File: src/rtl/ic_pkg.sv
// Shared definitions for the interrupt controller: FSM encoding, vector
// arithmetic and nesting-level width helpers.
package ic_pkg;

  typedef logic [0:0] ic_state_t;

  localparam ic_state_t IC_IDLE = 1'b0;
  localparam ic_state_t IC_REQ  = 1'b1;

  localparam int IC_NEST_DEPTH_DFLT = 4;
  localparam int IC_LVL_W           = $clog2(IC_NEST_DEPTH_DFLT + 1);

  // Vector address of a channel; callers truncate to their vector width.
  function automatic int unsigned ic_vec(input int unsigned idx,
                                         input int unsigned base,
                                         input int unsigned stride);
    return base + idx * stride;
  endfunction

  function automatic int ic_lvl_w(input int depth);
    return $clog2(depth + 1);
  endfunction

endpackage

File: src/rtl/ic_prio_enc.sv
// Lowest-index-first priority encoder; channel 0 has the highest priority.
module ic_prio_enc #(
  parameter int N = 8,
  localparam int IDX_W = (N > 1) ? $clog2(N) : 1
) (
  input  logic [N-1:0]     req,
  output logic             any,
  output logic [IDX_W-1:0] idx
);

  always_comb begin
    idx = '0;
    for (int i = N - 1; i >= 0; i--) begin
      if (req[i]) idx = IDX_W'(i);
    end
  end

  assign any = |req;

endmodule

File: src/rtl/irq_ctrl.sv
// Multi-channel interrupt controller: latches edge/level sources, masks them,
// requests the best eligible channel from the PS and tracks nested service.
module irq_ctrl
  import ic_pkg::*;
#(
  parameter int                   NUM_IRQ    = 8,
  parameter logic [NUM_IRQ-1:0]   EDGE_MASK  = {NUM_IRQ{1'b1}},
  parameter int                   VEC_WIDTH  = 16,
  parameter logic [VEC_WIDTH-1:0] VEC_BASE   = 16'h0010,
  parameter int                   VEC_STRIDE = 4,
  parameter int                   NEST_DEPTH = 4
) (
  input  logic                              clk,
  input  logic                              reset,
  input  logic [NUM_IRQ-1:0]                irq_in,
  input  logic                              ps_ic_mask_wr,
  input  logic [NUM_IRQ-1:0]                ps_ic_mask_dt,
  input  logic                              ps_ic_ack,
  input  logic                              ps_ic_rti,
  output logic                              ic_ps_req,
  output logic [VEC_WIDTH-1:0]              ic_ps_vec,
  output logic [$clog2(NEST_DEPTH+1)-1:0]   ic_ps_lvl,
  output logic                              ic_ps_err,
  output ic_state_t                         dbg_state
);

  localparam int IDX_W = (NUM_IRQ > 1) ? $clog2(NUM_IRQ) : 1;
  localparam int LVL_W = ic_lvl_w(NEST_DEPTH);

  // Handshake: ic_ps_req stays high with a frozen ic_ps_vec until the PS
  // samples ps_ic_ack high on a clock edge, or the request is withdrawn
  // because its channel stopped being eligible; ack while idle is ignored.

  logic [NUM_IRQ-1:0] irq_q;
  logic [NUM_IRQ-1:0] pending;
  logic [NUM_IRQ-1:0] mask;
  logic [IDX_W-1:0]   stk [NEST_DEPTH];
  logic [LVL_W-1:0]   lvl;
  ic_state_t          state;
  logic [IDX_W-1:0]   winner;
  logic [VEC_WIDTH-1:0] vec;
  logic               err;

  logic [IDX_W-1:0]   top_ch;
  logic [NUM_IRQ-1:0] prio_ok;
  logic [NUM_IRQ-1:0] eligible;
  logic               elig_any;
  logic [IDX_W-1:0]   elig_idx;
  logic               ack_take;
  logic               pop;
  logic [LVL_W-1:0]   lvl_pop;
  logic [NUM_IRQ-1:0] clr;
  logic [NUM_IRQ-1:0] pend_nxt;

  always_comb begin
    top_ch = '0;
    for (int j = 0; j < NEST_DEPTH; j++) begin
      if (lvl == LVL_W'(j + 1)) top_ch = stk[j];
    end
  end

  // Only strictly higher-priority channels may preempt the one in service.
  always_comb begin
    prio_ok = '0;
    for (int i = 0; i < NUM_IRQ; i++) begin
      prio_ok[i] = (lvl == '0) || (IDX_W'(i) < top_ch);
    end
    if (lvl == LVL_W'(NEST_DEPTH)) prio_ok = '0;
  end

  assign eligible = pending & mask & prio_ok;

  ic_prio_enc #(.N(NUM_IRQ)) u_enc (
    .req (eligible),
    .any (elig_any),
    .idx (elig_idx)
  );

  assign ack_take = (state == IC_REQ) && ps_ic_ack;
  assign pop      = ps_ic_rti && (lvl != '0);
  assign lvl_pop  = lvl - LVL_W'(pop);
  assign clr      = ack_take ? ((NUM_IRQ'(1) << winner) & EDGE_MASK) : '0;

  // A new edge in the same cycle as its ack re-arms the channel.
  assign pend_nxt = (((pending & ~clr) | (irq_in & ~irq_q)) & EDGE_MASK)
                  | (irq_in & ~EDGE_MASK);

  always_ff @(posedge clk) begin
    if (reset) begin
      irq_q   <= '0;
      pending <= '0;
      mask    <= '0;
      lvl     <= '0;
      state   <= IC_IDLE;
      winner  <= '0;
      vec     <= '0;
      err     <= 1'b0;
      for (int j = 0; j < NEST_DEPTH; j++) stk[j] <= '0;
    end else begin
      irq_q   <= irq_in;
      pending <= pend_nxt;
      if (ps_ic_mask_wr) mask <= ps_ic_mask_dt;
      if (ps_ic_rti && (lvl == '0)) err <= 1'b1;

      // Pop before push, so ack+rti replaces the top entry.
      lvl <= lvl_pop + LVL_W'(ack_take);
      for (int j = 0; j < NEST_DEPTH; j++) begin
        if (ack_take && (lvl_pop == LVL_W'(j))) stk[j] <= winner;
      end

      case (state)
        IC_IDLE: begin
          if (elig_any) begin
            state  <= IC_REQ;
            winner <= elig_idx;
            vec    <= VEC_WIDTH'(ic_vec(int'(elig_idx), int'(VEC_BASE),
                                        VEC_STRIDE));
          end
        end
        default: begin
          if (ack_take || !eligible[winner]) state <= IC_IDLE;
        end
      endcase
    end
  end

  assign ic_ps_req = (state == IC_REQ);
  assign ic_ps_vec = vec;
  assign ic_ps_lvl = lvl;
  assign ic_ps_err = err;
  assign dbg_state = state;

endmodule

File: config.mk
export PLATFORM = sky130hd
export DESIGN_NAME = irq_ctrl
export DESIGN_NICKNAME = d
export VERILOG_FILES = /design/src/rtl/ic_pkg.sv /design/src/rtl/ic_prio_enc.sv /design/src/rtl/irq_ctrl.sv
export SDC_FILE = /design/constraint.sdc
export NUM_CORES = 1
export LEC_CHECK = 0
export CORE_ASPECT_RATIO = 0.8
export CORE_UTILIZATION = 40
export CTS_CLUSTER_SIZE = 10
export DETAILED_ROUTE_END_ITERATION = 8
export GPL_ROUTABILITY_DRIVEN = 0
export GPL_TIMING_DRIVEN = 1
export PLACE_DENSITY = 0.69
export RECOVER_POWER = 50
export SYNTH_ARGS = -nofsm -noshare
export SYNTH_HDL_FRONTEND = slang
export SYNTH_SLANG_ARGS = --single-unit
File: constraint.sdc
create_clock -name clk -period 6.2 [get_ports clk]
set_input_delay 0.93 -clock clk [delete_from_list [all_inputs] [get_ports clk]]
set_output_delay 0.93 -clock clk [all_outputs]
set_load 0.01 [all_outputs]
=== Yosys cells after proc, flatten, opt, wreduce, memory -nomap -nowiden ===
Memories as Yosys holds them, arrays and structs flattened.
Index checks and enable logic that the tools add are counted.
W data, S select, Z words.

* Memories kept: 1
* Memory bits (writable): 12
* Word-level logic and storage cells: 100
* Input port bits: 21
* Flip-flop bits (word level): 48
* Output and inout port bits: 22

{| class="wikitable"
|+ Memory list
! name !! words !! width !! read ports !! clocked after memory_dff !! write ports !! line !! RTL
|-
| stk || 4 || 3 || 4 || 0 || 4 || irq_ctrl.sv:37 || <nowiki>logic [IDX_W-1:0] stk [NEST_DEPTH];</nowiki>
|}

* Bitwise gates (word level): 12
* Add/subtract/negate cells: 3
* Equal/unequal tests: 7
* Reduce and logical (&&, ||, !) cells: 22
* Magnitude comparators: 9
* Shift-type cells: 1
* Multiplexer cells: 37

{| class="wikitable"
|+ Operators by type and width
! cell !! number
|-
| $mux W3 || 16
|-
| $and A8 B8 Y8 || 4
|-
| $mux W1 || 18
|-
| $mux W8 || 2
|-
| $not A8 Y8 || 2
|-
| $eq A3 B2 Y1 const B || 4
|-
| $lt A3 B3 Y1 const A || 4
|-
| $logic_or A1 B1 Y1 || 9
|-
| $or A8 B8 Y8 || 1
|-
| $reduce_or A8 Y1 || 1
|-
| $shl A1 B3 Y8 const A || 1
|-
| $logic_and A1 B1 Y1 || 7
|-
| $add A5 B5 Y6 const A || 1
|-
| $eq A3 B1 Y1 const B || 2
|-
| $logic_not A3 Y1 || 2
|-
| $lt A1 B3 Y1 const A || 2
|-
| $lt A2 B3 Y1 const A || 2
|-
| $lt A3 B4 Y1 const B || 1
|-
| $or A1 B1 Y1 || 4
|-
| $add A3 B1 Y3 || 1
|-
| $bmux W1 S3 || 1
|-
| $eq A3 B3 Y1 const B || 1
|-
| $reduce_bool A3 Y1 || 1
|-
| $sub A3 B1 Y3 || 1
|-
| other kinds (3) || 3
|}

=== Logic depth before layout (Yosys ltp) ===
Gate-level depths: netlist (run 1).

* Word-level depth: 18
* Gate-level depth with buffers: 10
* Depth with buffers taken out: 8

=== Cells and area by module ===
Synthesis (run 1) repeated with hierarchy kept, for this count alone.

* Cell total of the unflattened synthesis: 241
* Area total of the unflattened synthesis: 2337.2 um2

{| class="wikitable"
|+ By module, submodules not included
! module !! seq. area each (um2) !! times used !! area an instance (um2) !! cells each
|-
| irq_ctrl || 991.0 || 1 || 2255.9 || 228
|-
| ic_prio_enc || 0.0 || 1 || 81.3 || 13
|}

=== Least setup slack after synthesis (run 1) ===
Ideal clock, no wire load.

* Path kind: input -> register
* Start: in ps_ic_rti
* End: mem stk[0][0] in the netlist's numbering (enable)
* Cell stages on the path: 7
* Buffers on the path: 0
* Arrival: 2145 ps
* Slack: 3711 ps
* Required time: 5856 ps
* Cells stage by stage: nor2b_1 > ha_1 > ha_1 > xor2_1 > nor2_1 > nand2_1 > o21ai_0

{| class="wikitable"
|+ RTL lines
! item !! line !! RTL
|-
| from (decl) || irq_ctrl.sv:19 || <nowiki>input logic ps_ic_rti,</nowiki>
|-
| to (decl) || irq_ctrl.sv:37 ||
|}

==> results of run 1 <==
==> where the power goes <==
part / leakage [uW] / total (uW) / internal (uW) / switching [uW]
combinational: 0.000571 / 296 / 133 / 163
clock: 0.0000563 / 204 / 104 / 100
sequential: 0.000377 / 365 / 316 / 49.9
==> metrics by stage <==
step | instances | area, um2
4_1_cts | 326 | 2615
2_1_floorplan | 250 | 2275
3_5_place_dp | 318 | 2507
6_report | 326 | 2611
5_1_grt | 326 | 2611
3_3_place_gp | 318 | 2507
==> logic make-up (layout without fill, tap and decap cells) <==
family	after synthesis	count (layout)	synth area share
mux	13	13	0.06443
fa+ha+maj	4	4	0.02241
xor+xnor	2	2	0.007845
buf+inv	34	48	0.08347
other cells	1	12	0.001679
flops	43	43	0.4303
compound gates	53	53	0.1664
simple gates	89	89	0.2235
==> cell usage in the layout (no fill, tap or decap), drive strengths merged, types with 2 or more instances in the layout <==
master / instances
nand2b: 12
conb: 12
o311a: 2
dlygate4sd3: 5
inv: 9
dfxtp: 33
clkdlybuf4s50: 25
mux2i: 12
or4bb: 2
a31oi: 3
a31o: 2
nor3b: 2
and3: 3
clkbuf: 7
and2: 2
edfxtp: 10
o21ai: 15
ha: 4
clkinv: 2
o31ai: 3
nor2b: 11
nand2: 17
nor3: 11
or3b: 2
nor2: 18
a211oi: 4
a21oi: 16
nor4: 4
nand3: 2
==> worst reg2reg max path, delay by kind of cell (launching register included) <==
family,cells,cell delay (ps)
xor+xnor,1,170
compound gates,1,460
flops,1,510
fa+ha+maj,2,400
simple gates,4,910
==> worst min-delay path by stage <==
stage               cells past startpoint         end  startpoint  slack, ps
detailed placement                      2   ic_ps_err   ic_ps_err        460
finish                                  2   ic_ps_err   ic_ps_err        470
floorplan                               2  pending[0]  pending[0]        450
global route                            2  pending[5]  pending[5]        500
CTS                                     2  pending[0]  pending[0]        470
global placement                        2   ic_ps_err   ic_ps_err        450
==> flip-flops by register name, summed over array words and instances, names as in the netlist <==
signal,cells
irq_q,8
mask,8
pending,8
winner,3
ic_ps_err,1
stk,10
ic_ps_lvl,3
dbg_state,1
ic_ps_vec,1
==> metal layers <==
layer  up-vias  wire [um]
met2        80       1926
met3         5        427
met5         -          0
li1        867          -
met4         0         60
met1       771       2469
==> layout make-up <==
class	instances	share of cell area
Tap cell	62	0.02971
Timing Repair Buffer	31	0.1164
Multi-Input combinational cell	173	0.4317
Inverter	9	0.01294
Sequential cell	43	0.3680
Clock inverter	2	0.005271
Clock buffer	6	0.03594
==> metrics.md, run 1 <==
| Metric | Value |
|---|---|
| Failing checks | `max-capacitance violations, max-slew violations` |
| Number of global-route vias before repair | `about 1500` |
| WP depth | `4` |
| Hold-fix buffers, CTS | `0` |
| Post-route clock period utilization | `0.5684` |
| F_max | `approximately 280 MHz` |
| Worst-Skew Late Latency | `approximately 310 ps` |
| Crit-path slowest cell | `clkbuf_1` |
| Synth area leader | `dfxtp_1` |
| Vias per Instance | `around 5.3` |
| Synthesized instance count | `roughly 240` |
| Synth Area per Inst | `slightly above 9 um2` |
| Status | `complete, but fails checks` |
| HP Class | `register to register` |
| Area taken by multi-input logic gates | `between 1000 and 1500 um2` |
| WL per Instance | `~15 um` |
| Die area | `5888 um2` |
| Pre-CTS setup slack | `3006 ps` |
| CP Class | `primary input to register` |
| Clock Path Buffers | `2` |
| Reg2reg end | `stk[1][0]` |
| Met3 Usage GRT | `0.03690` |
| Total power | `about 870 uW` |
| CP Launch Point | `reset` |
| CTS resizes | `0` |
| Final worst setup slack | `2676 ps` |
| Clk slew on worst S/H paths | `80 ps` |
| Top Usage Layer GRT | `met1` |
| Final setup vio count | `0` |
| Unrepaired setup endpoints after global routing | `no` |
| Setup repair bufs after CTS | `0` |
| Crit path max fanout | `39` |
| Power density cells | `between 300 and 400 nW/um2` |
| Largest net degree at the start of global routing | `40` |
| Setup tns final | `0 ps` |
| Yosys cell types | `50` |
| Slowest stage delay, CP | `around 1200 ps` |
| Top-count cell post-synth | `dfxtp_1` |
| Pre-antenna DRT Iters | `4` |
| Max Slew Vio Count | `40` |
| Most used flip-flop cell after synthesis | `dfxtp_1` |
| Min Tclk post-route | `about 3500 ps` |
| R2r setup slk | `between 3000 and 4000 ps` |
| Crit. End Element | `register` |
| Buf/Inv on CP | `3` |
| Row cnt | `23` |
| Initial core utilization | `0.4312` |
| Final hold viol count | `0` |
| Met2 Use GR | `0.2430` |
| R2R cell count | `8` |
| Top delay family on crit path | `buffers and inverters` |
| RR Startpoint | `ic_ps_lvl[1]` |
| Total wire length | `approximately 4900 um` |
| H-tree levels | `2` |
| # clock sinks | `43` |
| Min Hold Slack | `about 470 ps` |
| Root buffer cell | `clkbuf_8` |
| # diodes | `0` |
| Fill cell count | `480` |
| Worst Max-Slew Pin Slew | `1700 ps` |
| Post-Syn Area | `roughly 2200 um2` |
| Number of remaining DRC errors | `0` |
| Initial DRC count | `86` |
| Crit path cell chain | `dlygate4sd3_1 -> clkbuf_1 -> inv_1 -> o21ai_0` |
| WP data arrival | `about 3500 ps` |
| Synth warn | `0` |
| Die H | `between 60 and 70 um` |
| Post-DP HPWL | `about 3400 um` |
| CP startpoint kind | `primary input` |
| Largest cells by area after synthesis | `dfxtp_1 (30%), edfxtp_1 (13%), mux2i_1 (4.9%), buf_4 (4.4%), a21oi_1 (3.6%)` |
| Global route overflow | `0` |
| Max VDD drop | `around 200 uV` |
| Leakage | `around 0.001 uW` |
| Core Area | `~5200 um2` |
| P&R area growth vs syn | `16.92%` |
| Share of layout cells above drive strength 1 | `0.07197` |
| Register area | `960.9 um2` |
| Net count, final | `between 200 and 300` |
| Crit path capture | `stk[1][0]` |
| Global-route wire length before repair | `7665 um` |
| Remaining antenna violation count | `0` |
| Ys async rst share | `0` |
| Post-synth top cells | `dfxtp_1 (33), nor2_1 (18), nand2_1 (17)` |
| Register area share after synthesis | `0.4303` |
| Die width | `between 80 and 90 um` |
| Fin Clk Skew | `10.92 ps` |
| TritonCTS clock tree | `built` |
| Met1 Use GR | `0.2653` |
| Synth top area share | `0.2958` |
| Vias | `between 1500 and 2000` |
| Number of synthesized flops with an enable pin | `10` |
| Worst Path Required | `between 6000 and 7000 ps` |
| Seq cells post-synth | `43` |
| Ports | `43` |
| Num CTS Buffers | `5` |
| Initial antenna violation count | `0` |
| Slew headroom | `-0.1331` |
| Port Buffers | `30` |
| Post-layout util | `0.5041` |
| Total GRT Usage | `0.1769` |
| Maxcap violations | `1` |
Power figures use the tool's default switching activity.
==> inputs of run 2 (changes only) <==
--- a/config.mk
+++ b/config.mk
@@ -11,7 +11,7 @@
 export DETAILED_ROUTE_END_ITERATION = 8
 export GPL_ROUTABILITY_DRIVEN = 0
 export GPL_TIMING_DRIVEN = 1
-export PLACE_DENSITY = 0.69
+export PLACE_DENSITY = 0.72
 export RECOVER_POWER = 50
 export SYNTH_ARGS = -nofsm -noshare
 export SYNTH_HDL_FRONTEND = slang
==> constraint.sdc (replaced) <==
create_clock -name clk -period 3.2 [get_ports clk]
set_input_delay 0.48 -clock clk [delete_from_list [all_inputs] [get_ports clk]]
set_output_delay 0.48 -clock clk [all_outputs]
set_load 0.01 [all_outputs]
==> run 2 against run 1 <==
Compared with the run above: the flow still finishes with violations (max-capacitance violations, max-slew violations); setup slack got worse by 2100 ps; via count up 2.0%; hold slack gained 14 ps; final area down 0.86%; total power is 86% higher; critical endpoint is now stk[2][0]; largest power group unchanged.
==> metrics.md, run 2 (synthesis results as in run 1) <==
| Metric | Value |
|---|---|
| Status | `complete, but fails checks` |
| Failing checks | `max-capacitance violations, max-slew violations` |
| Max Slew Vio Count | `39 (-2.5%)` |
| Worst Max-Slew Pin Slew | `1694 ps (-5.847 ps)` |
| Post-layout util | `0.4998 (-0.004348)` |
| Share of layout cells above drive strength 1 | `0.06818 (-0.003788)` |
| # diodes | `0 (unchanged)` |
| Unrepaired setup endpoints after global routing | `no` |
| Max VDD drop | `287.7 uV (+42%)` |
| P&R area growth vs syn | `15.91%` |
| Power density cells | `621.3 nW/um2 (+87%)` |
| Fin Clk Skew | `4.414 ps (-6.507 ps)` |
| Vias | `1758 (+2.0%)` |
| Maxcap violations | `1 (unchanged)` |
| Slew headroom | `-0.1292 (+0.003898)` |
| Min Tclk post-route | `2646 ps` |
| Clk slew on worst S/H paths | `80 ps (about the same)` |
| Final hold viol count | `0 (unchanged)` |
| Pre-CTS setup slack | `512.8 ps (-2493 ps)` |
| Placed cell areas | `2507 um2 (unchanged)` |
| Max reg flops | `10 (unchanged)` |
| Leakage | `0.0009954 uW (-0.87%)` |
| Post-route clock period utilization | `0.8267` |
| Net count, final | `288 (unchanged)` |
| TritonCTS clock tree | `built` |
| Die width | `85.54 um (unchanged)` |
| Initial DRC count | `101 (+17%)` |
| Final setup vio count | `0 (unchanged)` |
| H-tree levels | `2 (unchanged)` |
| CP startpoint kind | `primary input` |
| Port Buffers | `30 (unchanged)` |
| HP Class | `register to register` |
| WP data arrival | `2690 ps (-790 ps)` |
| Post-DP HPWL | `3524 um (+2.5%)` |
| Largest net degree at the start of global routing | `39 (-2.5%)` |
| Setup repair bufs after CTS | `0 (unchanged)` |
| Most frequent cells in the layout | `dfxtp_1 (33), clkdlybuf4s50_1 (23), nor2_1 (18), nand2_1 (17), a21oi_1 (16)` |
| Number of global-route vias before repair | `1498 (-2.3%)` |
| Die H | `68.84 um (unchanged)` |
| WL per Instance | `14.77 um (-1.4%)` |
| Pre-antenna DRT Iters | `4 (unchanged)` |
| # clock sinks | `43 (unchanged)` |
| Total power | `1608 uW (+86%)` |
| Die area | `5888 um2 (unchanged)` |
| Initial core utilization | `0.4312 (unchanged)` |
| Final worst setup slack | `554.5 ps (-2121 ps)` |
| Clock Path Buffers | `2 (unchanged)` |
| Remaining antenna violation count | `0 (unchanged)` |
| Initial antenna violation count | `0 (unchanged)` |
| Total wire length | `4814 um (-1.4%)` |
| Num CTS Buffers | `5 (unchanged)` |
| Crit path max fanout | `38 (-2.6%)` |
| F_max | `between 300 and 400 MHz` |
| Worst Path Required | `3250 ps (-2900 ps)` |
| CP Class | `primary input to register` |
| Core Area | `5180 um2 (unchanged)` |
| Global route overflow | `0 (unchanged)` |
| Row cnt | `23 (unchanged)` |
| Total GRT Usage | `0.1701 (-0.006781)` |
| Final instance area | `2589 um2 (-0.86%)` |
| Setup tns final | `0 ps (unchanged)` |
| CTS resizes | `0 (unchanged)` |
| Crit. End Element | `register` |
| Vias per Instance | `5.393 (+2.0%)` |
| Ports | `43 (unchanged)` |
| Most common cell after layout, fill and taps aside | `dfxtp_1` |
| Hold-fix buffers, CTS | `0 (unchanged)` |
| Global-route wire length before repair | `7569 um (-1.3%)` |
| Worst-Skew Late Latency | `290 ps (-20 ps)` |
| Root buffer cell | `clkbuf_8` |
| Number of remaining DRC errors | `0 (unchanged)` |
| Largest Register | `stk` |
run 2: report_power, final:
| group | internal [uW] | total [uW] | switching (uW) |
|---|---|---|---|
| clock network | 153 | 335 | 183 |
| logic | 254 | 571 | 317 |
| registers | 611 | 702 | 90.5 |
| total | 1020 | 1610 | 590 |
run 2: through the flow:
stage,instances,hold WS [ps]
2_1_floorplan,250,448.3
3_3_place_gp,318,456.5
3_5_place_dp,318,461.9
4_1_cts,326,476.8
5_1_grt,326,491.8
6_report,326,480.7
run 2: final cells by class:
cell class / instances / area [um2]
inverters: 9 / 33.78
flip-flops and latches: 43 / 960.9
well taps: 62 / 77.57
clock buffers: 6 / 72.57
repair buffers: 31 / 304.0
multi-input cells: 173 / 1127
fillers: 508 / 2591
clock inverters: 2 / 12.51
run 2: critical path, stage by stage:
cell           delay, ps
dlygate4sd3_1        540
clkbuf_1            1220
nand2b_1             360
nor3_1                80
run 2: routing by layer:
metal,global-route usage,wire (um)
met1,0.2623,2551
met3,0.03452,306
met2,0.2380,1911
met4,0.04375,44
met5,0,0
run 2: worst paths after layout:
check,from,to,slack [ps],depth (start not counted)
worst max register to register,ic_ps_lvl[1],stk[1][1],590,8
worst min register to register,ic_ps_vec[4],ic_ps_vec[4],480,1
worst min-delay path,ic_ps_vec[4],ic_ps_vec[4],480,1
worst max-delay path,reset,stk[2][0],550,4
==> inputs of run 3 (changes only) <==
--- a/config.mk
+++ b/config.mk
@@ -11,7 +11,7 @@
 export DETAILED_ROUTE_END_ITERATION = 8
 export GPL_ROUTABILITY_DRIVEN = 0
 export GPL_TIMING_DRIVEN = 1
-export PLACE_DENSITY = 0.72
+export PLACE_DENSITY = 0.69
 export RECOVER_POWER = 50
 export SYNTH_ARGS = -nofsm -noshare
 export SYNTH_HDL_FRONTEND = slang
==> constraint.sdc (replaced) <==
create_clock -name clk -period 2.8 [get_ports clk]
set_input_delay 0.42 -clock clk [delete_from_list [all_inputs] [get_ports clk]]
set_output_delay 0.42 -clock clk [all_outputs]
set_load 0.01 [all_outputs]
==> run 3 against run 2 <==
Compared with the run above: the run now ends clean; setup slack got worse by 290 ps; clock skew barely moved; die area unchanged; final area up 0.73%; clock power rose by 15%; hold slack got worse by 15 ps; utilization up 0.36 points; highest routed layer unchanged; largest cell class unchanged; combinational power rose by 26%; cell count rose by 0.92%; sequential power rose by 8.3%; routed wire length rose by 2.4%; critical endpoint is now ic_ps_vec[4]; first-iteration DRC count is 46% higher.
==> metrics.md, run 3 (synthesis results as in run 1) <==
| Metric | Value |
|---|---|
| Post-DP HPWL | `3705 um (+5.1%)` |
| RR Startpoint | `ic_ps_lvl[2]` |
| Setup tns final | `0 ps (unchanged)` |
| Num CTS Buffers | `5 (unchanged)` |
| Vias per Instance | `5.301 (-1.7%)` |
| Net count, final | `291 (+1.0%)` |
| H-tree levels | `2 (unchanged)` |
| HP Class | `register to register` |
| Initial DRC count | `147 (+46%)` |
| Core Area | `5180 um2 (unchanged)` |
| Fin Clk Skew | `4.143 ps (-0.2707 ps)` |
| R2R cell count | `8 (unchanged)` |
| Worst-Skew Late Latency | `290 ps (about the same)` |
| Worst Path Required | `2990 ps (-260 ps)` |
| Power density cells | `714.2 nW/um2 (+15%)` |
| Worst Max-Slew Pin Slew | `965.5 ps (-728.3 ps)` |
| Hold Path Depth | `2 (+1)` |
| Post-route clock period utilization | `0.9056` |
| Die H | `68.84 um (unchanged)` |
| Min Tclk post-route | `around 2500 ps` |
| Ports | `43 (unchanged)` |
| Largest Register | `stk` |
| Hold-fix buffers, CTS | `0 (unchanged)` |
| Remaining antenna violation count | `0 (unchanged)` |
| Global-route wire length before repair | `8010 um (+5.8%)` |
| R2r setup slk | `310 ps (-280 ps)` |
| Max VDD drop | `340.3 uV (+18%)` |
| Total GRT Usage | `0.1848 (+0.01470)` |
| P&R area growth vs syn | `16.75%` |
| Pre-antenna DRT Iters | `4 (unchanged)` |
| Share of layout cells above drive strength 1 | `0.07491 (+0.006725)` |
| Max Slew Vio Count | `0 (-100%)` |
| Final setup vio count | `0 (unchanged)` |
| TritonCTS clock tree | `built` |
| Slew headroom | `0.3563 (+0.4855)` |
| Crit path capture | `ic_ps_vec[4]` |
| Initial core utilization | `0.4312 (unchanged)` |
| Die area | `5888 um2 (unchanged)` |
| CP startpoint kind | `primary input` |
| Total wire length | `4929 um (+2.4%)` |
| Port Buffers | `30 (unchanged)` |
| Most common cell after layout, fill and taps aside | `dfxtp_1` |
| Unrepaired setup endpoints after global routing | `no` |
| Global route overflow | `0 (unchanged)` |
| CP Launch Point | `reset` |
| Fill cell count | `510 (+0.39%)` |
| Die width | `85.54 um (unchanged)` |
| Crit path max fanout | `22 (-42%)` |
| Largest net degree at the start of global routing | `23 (-41%)` |
| Number of remaining DRC errors | `0 (unchanged)` |
| Vias | `1744 (-0.80%)` |
| Status | `finished clean` |
| WP data arrival | `2730 ps (+40 ps)` |
| Max reg flops | `10 (unchanged)` |
| Root buffer cell | `clkbuf_8` |
| Maxcap violations | `0 (-1)` |
| # clock sinks | `43 (unchanged)` |
| Clk slew on worst S/H paths | `80 ps (about the same)` |
| F_max | `394.4 MHz` |
| Leakage | `0.001006 uW (+1.1%)` |
| CP Class | `primary input to register` |
| Most frequent cells in the layout | `dfxtp_1 (33), clkdlybuf4s50_1 (22), nor2_1 (18), nand2_1 (17), a21oi_1 (16)` |
| Clock Path Buffers | `2 (unchanged)` |
| Row cnt | `23 (unchanged)` |
| Final hold viol count | `0 (unchanged)` |
| Crit. End Element | `register` |
| # diodes | `0 (unchanged)` |
| Reg2reg end | `stk[0][1]` |
| Initial antenna violation count | `0 (unchanged)` |
| Number of global-route vias before repair | `1525 (+1.8%)` |
| Total power | `1862 uW (+16%)` |
| WL per Instance | `14.98 um (+1.5%)` |
[run 3: cell types whose count changed in the layout (fill, tap and decap cells not counted)]
cell	delta
o21ai_0	-1
clkbuf_1	+1
buf_4	+2
o21ai_1	+1
clkdlybuf4s50_1	-1
dlygate4sd3_1	+1
[run 3: how the worst min path moves through the flow]
stage | from | end | slack [ps]
2_1_floorplan | pending[0] | pending[0] | 450
3_3_place_gp | ic_ps_err | ic_ps_err | 460
3_5_place_dp | ic_ps_err | ic_ps_err | 460
4_1_cts | ic_ps_err | ic_ps_err | 480
5_1_grt | pending[5] | pending[5] | 500
6_report | ic_ps_err | ic_ps_err | 470
[run 3: per-stage QoR]
stage	hold WS [ps]	util	worst slack [ps]	cell area, um2	cells
4_1_cts	477.6	0.5048	320.0	2615	329
6_report	465.5	0.5034	264.3	2608	329
3_3_place_gp	455.0	0.4884	244.3	2530	321
2_1_floorplan	448.3	-	497.3	2275	250
5_1_grt	496.4	0.5034	13.54	2608	329
3_5_place_dp	457.0	0.4884	165.0	2530	321
[run 3: what timing repair did]
item | 4_1_cts | 5_1_grt
setup buffers | 0 | 0
endpoints found under the hold margin | 0 | 0
endpoints found under the setup margin | 0 | 2
gates resized for setup | 0 | 1
[run 3: layer usage]
metal	track usage	part of all wire
met4	0.06250	0.0051
met1	0.2845	0.53
met5	0	0
met3	0.04643	0.066
met2	0.2450	0.40
[run 3: critical path: stages]
cell and delay [ps]:
dlygate4sd3_1 520, clkbuf_1 640, clkbuf_1 790, nor3_1 130, a31o_1 220
[run 3: cell type report]
type	count	area [um2]	share of cell area
well taps	62	77.57	0.02975
clock inverters	2	12.51	0.004798
repair buffers	34	322.8	0.1238
inverters	9	33.78	0.01296
flip-flops and latches	43	960.9	0.3685
multi-input cells	173	1127	0.4323
clock buffers	6	72.57	0.02783
[run 3: power breakdown]
| part | internal, uW | switching [uW] | leakage (uW) |
|---|---|---|---|
| Sequential | 699 | 61.6 | 0.000377 |
| Combinational | 307 | 410 | 0.000589 |
| Clock | 174 | 210 | 0.0000412 |
